**src/rtl/async_fifo_rd_ctrl_if.sv**
```systemverilog
// rtl/async_fifo_rd_ctrl_if.sv - read-side FIFO control bus
// Signals:
//   r_inc                  read request from the consumer
//   sync_grey_coded_wr_ptr write pointer (Gray), already in the read clock domain
//   rd_ptr_grey_coded      registered Gray read pointer toward the write domain
//   r_address              dual-port memory read address
//   empty_flag             no readable entry
//   almost_empty           fill level at or below threshold
//   rd_level               fill level seen from the read domain
//   rd_valid               memory read data valid this cycle
// master: the consumer/write-side environment; slave: the read controller.
interface async_fifo_rd_ctrl_if #(
   parameter int addr_width = 4
);
   logic                  r_inc;
   logic [addr_width:0]   sync_grey_coded_wr_ptr;
   logic [addr_width:0]   rd_ptr_grey_coded;
   logic [addr_width-1:0] r_address;
   logic                  empty_flag;
   logic                  almost_empty;
   logic [addr_width:0]   rd_level;
   logic                  rd_valid;

   modport master (
      output r_inc, sync_grey_coded_wr_ptr,
      input  rd_ptr_grey_coded, r_address, empty_flag, almost_empty, rd_level, rd_valid
   );

   modport slave (
      input  r_inc, sync_grey_coded_wr_ptr,
      output rd_ptr_grey_coded, r_address, empty_flag, almost_empty, rd_level, rd_valid
   );
endinterface

```
**src/rtl/async_fifo_rd_ctrl.sv**
```systemverilog
// rtl/async_fifo_rd_ctrl.sv - async FIFO read pointer, empty and level generator
// Ports:
//   r_clk    read-domain clock
//   r_rst_n  asynchronous active-low reset (release is synchronous upstream)
//   bus      async_fifo_rd_ctrl_if.slave: read request, synchronized write
//            pointer in; read address, Gray read pointer and status out
// Pointers are addr_width+1 bits: address bits plus one wrap bit.
module async_fifo_rd_ctrl #(
   parameter int addr_width      = 4,
   parameter int almost_empty_th = 2
) (
   input  logic                 r_clk,
   input  logic                 r_rst_n,
   async_fifo_rd_ctrl_if.slave  bus
);
   localparam int PW = addr_width + 1;
   localparam logic [PW-1:0] AE_TH = PW'(almost_empty_th);

   logic [PW-1:0] r_rd_bin;
   logic [PW-1:0] r_rd_gray;
   logic          r_empty;
   logic          r_almost_empty;
   logic [PW-1:0] r_level;
   logic          r_valid;

   logic          w_accept;
   logic [PW-1:0] w_rd_bin_next;
   logic [PW-1:0] w_rd_gray_next;
   logic [PW-1:0] w_wr_bin;
   logic [PW-1:0] w_level_next;

   // The registered empty flag gates the request, so the edge that consumes
   // the last entry already blocks a back-to-back request in the next cycle.
   assign w_accept       = bus.r_inc & ~r_empty;
   assign w_rd_bin_next  = r_rd_bin + {{addr_width{1'b0}}, w_accept};
   assign w_rd_gray_next = w_rd_bin_next ^ (w_rd_bin_next >> 1);

   // Gray to binary: bit i is the XOR of all Gray bits at or above i.
   always_comb begin
      w_wr_bin = '0;
      for (int i = 0; i < PW; i++) begin
         w_wr_bin[i] = ^(bus.sync_grey_coded_wr_ptr >> i);
      end
   end

   // Modulo subtraction keeps the level correct across the pointer wrap.
   assign w_level_next = w_wr_bin - w_rd_bin_next;

   always_ff @(posedge r_clk or negedge r_rst_n) begin
      if (!r_rst_n) begin
         r_rd_bin       <= '0;
         r_rd_gray      <= '0;
         r_empty        <= 1'b1;
         r_almost_empty <= 1'b1;
         r_level        <= '0;
         r_valid        <= 1'b0;
      end else begin
         r_rd_bin       <= w_rd_bin_next;
         r_rd_gray      <= w_rd_gray_next;
         r_empty        <= (w_rd_gray_next == bus.sync_grey_coded_wr_ptr);
         r_almost_empty <= (w_level_next <= AE_TH);
         r_level        <= w_level_next;
         r_valid        <= w_accept;
      end
   end

   assign bus.r_address         = r_rd_bin[addr_width-1:0];
   assign bus.rd_ptr_grey_coded = r_rd_gray;
   assign bus.empty_flag        = r_empty;
   assign bus.almost_empty      = r_almost_empty;
   assign bus.rd_level          = r_level;
   assign bus.rd_valid          = r_valid;
endmodule

```
**src/flat_wrapper.sv**
```systemverilog
// flat-port wrapper written by rule: the top's interface ports become plain ports
module async_fifo_rd_ctrl_flat 
#(
   parameter int addr_width      = 4,
   parameter int almost_empty_th = 2
)
  (r_clk, r_rst_n, bus_r_inc, bus_sync_grey_coded_wr_ptr, bus_rd_ptr_grey_coded, bus_r_address, bus_empty_flag, bus_almost_empty, bus_rd_level, bus_rd_valid);
  async_fifo_rd_ctrl_if #(.addr_width(addr_width)) bus_i ();
  input  logic r_clk;
  input  logic r_rst_n;
  input wire logic [$bits(bus_i.r_inc)-1:0] bus_r_inc;
  input wire logic [$bits(bus_i.sync_grey_coded_wr_ptr)-1:0] bus_sync_grey_coded_wr_ptr;
  output wire logic [$bits(bus_i.rd_ptr_grey_coded)-1:0] bus_rd_ptr_grey_coded;
  output wire logic [$bits(bus_i.r_address)-1:0] bus_r_address;
  output wire logic [$bits(bus_i.empty_flag)-1:0] bus_empty_flag;
  output wire logic [$bits(bus_i.almost_empty)-1:0] bus_almost_empty;
  output wire logic [$bits(bus_i.rd_level)-1:0] bus_rd_level;
  output wire logic [$bits(bus_i.rd_valid)-1:0] bus_rd_valid;
  assign bus_i.r_inc = bus_r_inc;
  assign bus_i.sync_grey_coded_wr_ptr = bus_sync_grey_coded_wr_ptr;
  assign bus_rd_ptr_grey_coded = bus_i.rd_ptr_grey_coded;
  assign bus_r_address = bus_i.r_address;
  assign bus_empty_flag = bus_i.empty_flag;
  assign bus_almost_empty = bus_i.almost_empty;
  assign bus_rd_level = bus_i.rd_level;
  assign bus_rd_valid = bus_i.rd_valid;
  async_fifo_rd_ctrl #(.addr_width(addr_width), .almost_empty_th(almost_empty_th)) u_core (.r_clk(r_clk), .r_rst_n(r_rst_n), .bus(bus_i));
endmodule
```
**config.mk**
```make
export PLATFORM = sky130hd
export DESIGN_NAME = async_fifo_rd_ctrl_flat
export DESIGN_NICKNAME = d
export VERILOG_FILES = /design/src/rtl/async_fifo_rd_ctrl_if.sv /design/src/rtl/async_fifo_rd_ctrl.sv /design/src/flat_wrapper.sv
export SDC_FILE = /design/constraint.sdc
export NUM_CORES = 1
export LEC_CHECK = 0
export ABC_AREA = 1
export BUFFER_PORTS_ARGS = -buffer_cell sky130_fd_sc_hd__clkbuf_2
export CAP_MARGIN = 20
export CORE_ASPECT_RATIO = 0.5
export CORE_MARGIN = 2
export CORE_UTILIZATION = 25
export DETAILED_ROUTE_END_ITERATION = 6
export PLACE_DENSITY = 0.46
export SLEW_MARGIN = 20
export SYNTH_ARGS = -nofsm -noshare
export SYNTH_HDL_FRONTEND = slang
export SYNTH_SLANG_ARGS = --single-unit
```
**constraint.sdc**
```tcl
create_clock -name r_clk -period 6.1 [get_ports r_clk]
set_input_delay 1.22 -clock r_clk [delete_from_list [all_inputs] [get_ports r_clk]]
set_output_delay 1.22 -clock r_clk [all_outputs]
set_load 0.01 [all_outputs]
```
; ---- Word level (Yosys, flattened, before mapping)
; Index checks and enable logic that the tools add are counted.
[classes]
n_bitwise = 3
n_eq_ne = 1
addsub = 2
order_cmp = 1
n_reduce_logical = 5
[ops]
columns = op, count
row1 = $reduce_xor A5 Y1, 5
row2 = $add A5 B1 Y5, 1
row3 = $eq A5 B5 Y1, 1
row4 = $le A5 B2 Y1 const B, 1
row5 = $sub A5 B5 Y5, 1
row6 = $xor A5 B4 Y5, 1
row7 = $and A1 B1 Y1, 1
row8 = $not A1 Y1, 1
[totals]
inputBits = 8
out_inout_bits = 17
reg_bits = 18
wordCells = 18

; ---- Longest topological paths before layout
[logic_depth]
depth_word = 5
depth_mapped = 16
mapped_depth_nobuf = 16

; ---- Least setup slack after synthesis
; Ideal clock, no wire load.
[synth_timing]
kind = input port to flip-flop
start = input bus_r_inc
end = register u_core.r_almost_empty (netlist: u_core.bus.almost_empty)
setup_slack_ps = 3304
required_ps = 6036
path_buffers = 0
cell_stages = 14
setup_time_ps = 64
t_arrival_ps = 2732
cell_sequence = inv_1 > nor2_1 > ha_1 > ha_1 > inv_1 > nand2_1 > nand2_2 > inv_1 > ha_1 > nand2_1 > nand3b_1 > nand3_1 > nand3_1 > nor2_2
[synth_via]
elab_chain_len = 4
[synth_lines]
columns = item, line
row1 = start: declaration, flat_wrapper.sv:11  ; input wire logic [$bits(bus_i.r_inc)-1:0] bus_r_inc;
row2 = $and A1 B1 Y1, async_fifo_rd_ctrl.sv:34  ; assign w_accept = bus.r_inc & ~r_empty;
row3 = net u_core.w_accept, async_fifo_rd_ctrl.sv:26  ; logic w_accept;
row4 = $add A5 B1 Y5, async_fifo_rd_ctrl.sv:35  ; assign w_rd_bin_next = r_rd_bin + {{addr_width{1'b0}}, w_accept};
row5 = net u_core.w_rd_bin_next[2], async_fifo_rd_ctrl.sv:27  ; logic [PW-1:0] w_rd_bin_next;
row6 = $sub A5 B5 Y5, async_fifo_rd_ctrl.sv:47  ; assign w_level_next = w_wr_bin - w_rd_bin_next;
row7 = $le A5 B2 Y1, async_fifo_rd_ctrl.sv:61  ; r_almost_empty <= (w_level_next <= AE_TH);
row8 = end signal: assignment, async_fifo_rd_ctrl.sv:61
row9 = end: declaration, async_fifo_rd_ctrl.sv:22  ; logic r_almost_empty;
; The timed path passes the listed nets, and every way through them passes these cells.

; ---- Worst setup path after layout
; Ends and elaborated chain as after synthesis.

==> results by group <==
Critical path
  • Setup CP Type: in -> reg
  • Crit path DAT: approximately 3000 ps
  • Critical path peak fanout: 6
  • Worst EP required: ~6300 ps
  • Startpoint types: primary input
  • Critical path endpoint category: register

Logic synthesis
  • Mapped Area: about 990 µm²
  • Synth Register Bits: 17
  • Register area share after synthesis: 43.07%
  • Post-synthesis net count: 133
  • Cell taking the most area after synthesis: dfrtp_1
  • Synth top area cells: dfrtp_1, nand2_1, xor2_1
  • Netlist cell types: 17
  • Yosys Warn Count: 0
  • Syn Inst Count: 120
  • Syn avg cell area: around 8.3 µm²
  • Synth top area share: 37.78%

Outcome
  • Status: finished, final reports clean

Global routing
  • Vias in the first global route: 783
  • Antenna violations before repair: 0
  • First-pass GRT wire length: between 3000 and 4000 µm
  • Gr ovfl total: 0
  • GRT Resource Usage Total: around a tenth
  • Largest net degree at the start of global routing: 18

Floorplanning
  • Initial core utilization: around a quarter
  • Core Box Area: ~3900 µm²
  • Die X: just over 90 µm
  • # rows: 16
  • Full die area: 4525 µm²
  • Die height: approximately 49 µm
  • # IOs: 25

Final layout
  • Final cell count without fillers: 202
  • Share of layout cells above drive strength 1: 28.38%
  • Fin nets: 162
  • Cell area after layout: roughly 1200 µm²
  • # diodes: 0
  • Synthesis-to-layout area growth: 23.43%

Timing
  • Max Freq: ~0.35 GHz
  • Final setup viols: 0
  • Final period util: 46.21%
  • RSZ-0062 raised after global routing: false
  • Worst Skew: 1.047 ps
  • Post-Route Setup TNS: 0 ps
  • Worst-margin pin slew: between 400 and 500 ps
  • Final hold violation count: 0
  • Min Tclk post-route: 2819 ps
  • Slew headroom: 72.87%
  • Fin. max-slew vios: 0

Clock network
  • Root Driver: clkbuf_8
  • Worst-Skew Late Latency: 240 ps
  • CTS sink cnt: 17
  • Post-CTS Resized: 0
  • Hold_buf cts: 0
  • Clk buf depth: 2
  • CTS clk-pin slew, worst paths: 60 ps
  • H-tree Lvls: 1
  • Setup Buffers After CTS: 0
  • Cts bufs inserted: 3
  • TritonCTS clock tree: yes

Placed design
  • Placed cell area: 1181 µm²
  • Count of port buffers added during placement: 24
  • Placed cell count: 198
  • Post-detail-place hpwl: 1633 µm
  • RePlAce Congestion: 0.7721

Drt
  • Post-Route WL: 1902 µm
  • Avg WL per Cell: 9.416 µm
  • Via-to-Cell Ratio: approximately 3.9
  • Via Count: 795
  • Initial drt markers: 28
  • DRC viols: 0
  • Pre-antenna DRT Iters: 4
  • Final ANT Viol Nets: 0

Power and ir drop
  • Leak: approximately 0.69 nW
  • Pwr Total: 678.6 µW
  • Cell Pwr Density: 553.4 nW/µm²
  • Worst VDD drop: 0.09386 mV

Min path
  • Worst min path class: reg -> reg

Flow run
  • MaxCap Viol Count: 0
[layout by cell type, fill, tap and decap left out]
cell,count
a21oi_1,1
clkbuf_1,1
clkbuf_2,24
clkbuf_8,3
dfrtp_1,15
dfstp_2,2
ha_1,5
inv_1,20
inv_2,1
nand2_1,34
nand2_2,7
nand3_1,14
nand3_2,1
nand3b_1,1
nand4_1,1
nor2_1,5
nor2_2,2
xnor2_4,1
xor2_1,9
xor2_2,1
[layer usage]
| metal | vias up | wire length, µm | track usage, % |
|---|---|---|---|
| met5 | - | 0 | 0 |
| met4 | 0 | 20 | 3.676 |
| met3 | 2 | 14 | 0.4673 |
| met2 | 7 | 875 | 14.73 |
| met1 | 362 | 992 | 13.79 |
| li1 | 424 | - | - |
[layout make-up]
type / instances / area [µm²]
Clock buffer: 4 / 45.04
Sequential cell: 17 / 427.9
Tap cell: 54 / 67.56
Fill cell: 405 / 2638
Multi-Input combinational cell: 82 / 486.7
Inverter: 21 / 78.83
Timing Repair Buffer: 24 / 120.1
[through the flow]
| step | setup slack [ps] | utilization (%) | hold slack, ps |
|---|---|---|---|
| 6_report | 3281 | 31.74 | 555.2 |
| 5_1_grt | 3050 | 31.74 | 590.9 |
| 2_1_floorplan | 3304 | - | 535.5 |
| 3_5_place_dp | 3006 | 30.57 | 547.3 |
| 3_3_place_gp | 2996 | 30.57 | 545.3 |
| 4_1_cts | 3256 | 31.74 | 566.7 |
[power by group]
part           total [mW]  switching (mW)  internal [mW]  leakage (nW)
Clock              0.0791          0.0330         0.0461        0.0228
Sequential          0.204          0.0301          0.173         0.200
Combinational       0.396           0.240          0.156         0.468
Total               0.679           0.303          0.376         0.691
[critical path, stage by stage]
cell      delay (ps)
clkbuf_2          80
inv_1             30
nor2_1           110
ha_1             210
ha_1             220
nand2_1           80
nand2_2          140
inv_1             90
ha_1             300
nand2_1           50
nand3b_1         160
nand3_1          110
nand3_1          100
nor2_2            90
[cell families after synthesis]
logic type,count (synthesis),synth area share (%)
DFF,17,43.07
xor gates and xnor gates,11,12.34
adders and majority gates,5,6.297
AOI/OAI and AO/OA,1,0.5033
and+or+nand+nor,65,29.85
buffers and inverters,21,7.934
[synthesized netlist by cell type, drive strengths merged]
cell type and n:
nand2 41, inv 21, dfrtp 15, nand3 15
xor2 10, nor2 7, ha 5, dfstp 2
a21oi 1, nand3b 1, nand4 1, xnor2 1
[path summary, 6_finish.rpt]
kind                                                      start                                   endpoint  slack [ps]  cells after the start
min in group asynchronous                               r_rst_n  u_core.bus.rd_ptr_grey_coded[3]$_DFF_PN0_         900                      1
worst max-delay path                                  bus_r_inc          u_core.bus.almost_empty$_DFF_PN1_        3280                     14
worst max register to register  u_core.bus.empty_flag$_DFF_PN1_          u_core.bus.almost_empty$_DFF_PN1_        3860                     13
worst min register to register  u_core.bus.empty_flag$_DFF_PN1_              u_core.bus.rd_valid$_DFF_PN0_         560                      1
worst min-delay path            u_core.bus.empty_flag$_DFF_PN1_              u_core.bus.rd_valid$_DFF_PN0_         560                      1
max in group asynchronous                               r_rst_n          u_core.bus.almost_empty$_DFF_PN1_        4880                      1
[registers in the layout (all words and copies together), names as in the netlist]
| signal | cells |
|---|---|
| u_core.bus.rd_ptr_grey_coded | 4 |
| u_core.bus.rd_valid | 1 |
| u_core.bus.empty_flag | 1 |
| u_core.bus.almost_empty | 1 |
| u_core.r_rd_bin | 5 |
| u_core.bus.rd_level | 5 |
Power figures use the tool's default switching activity.
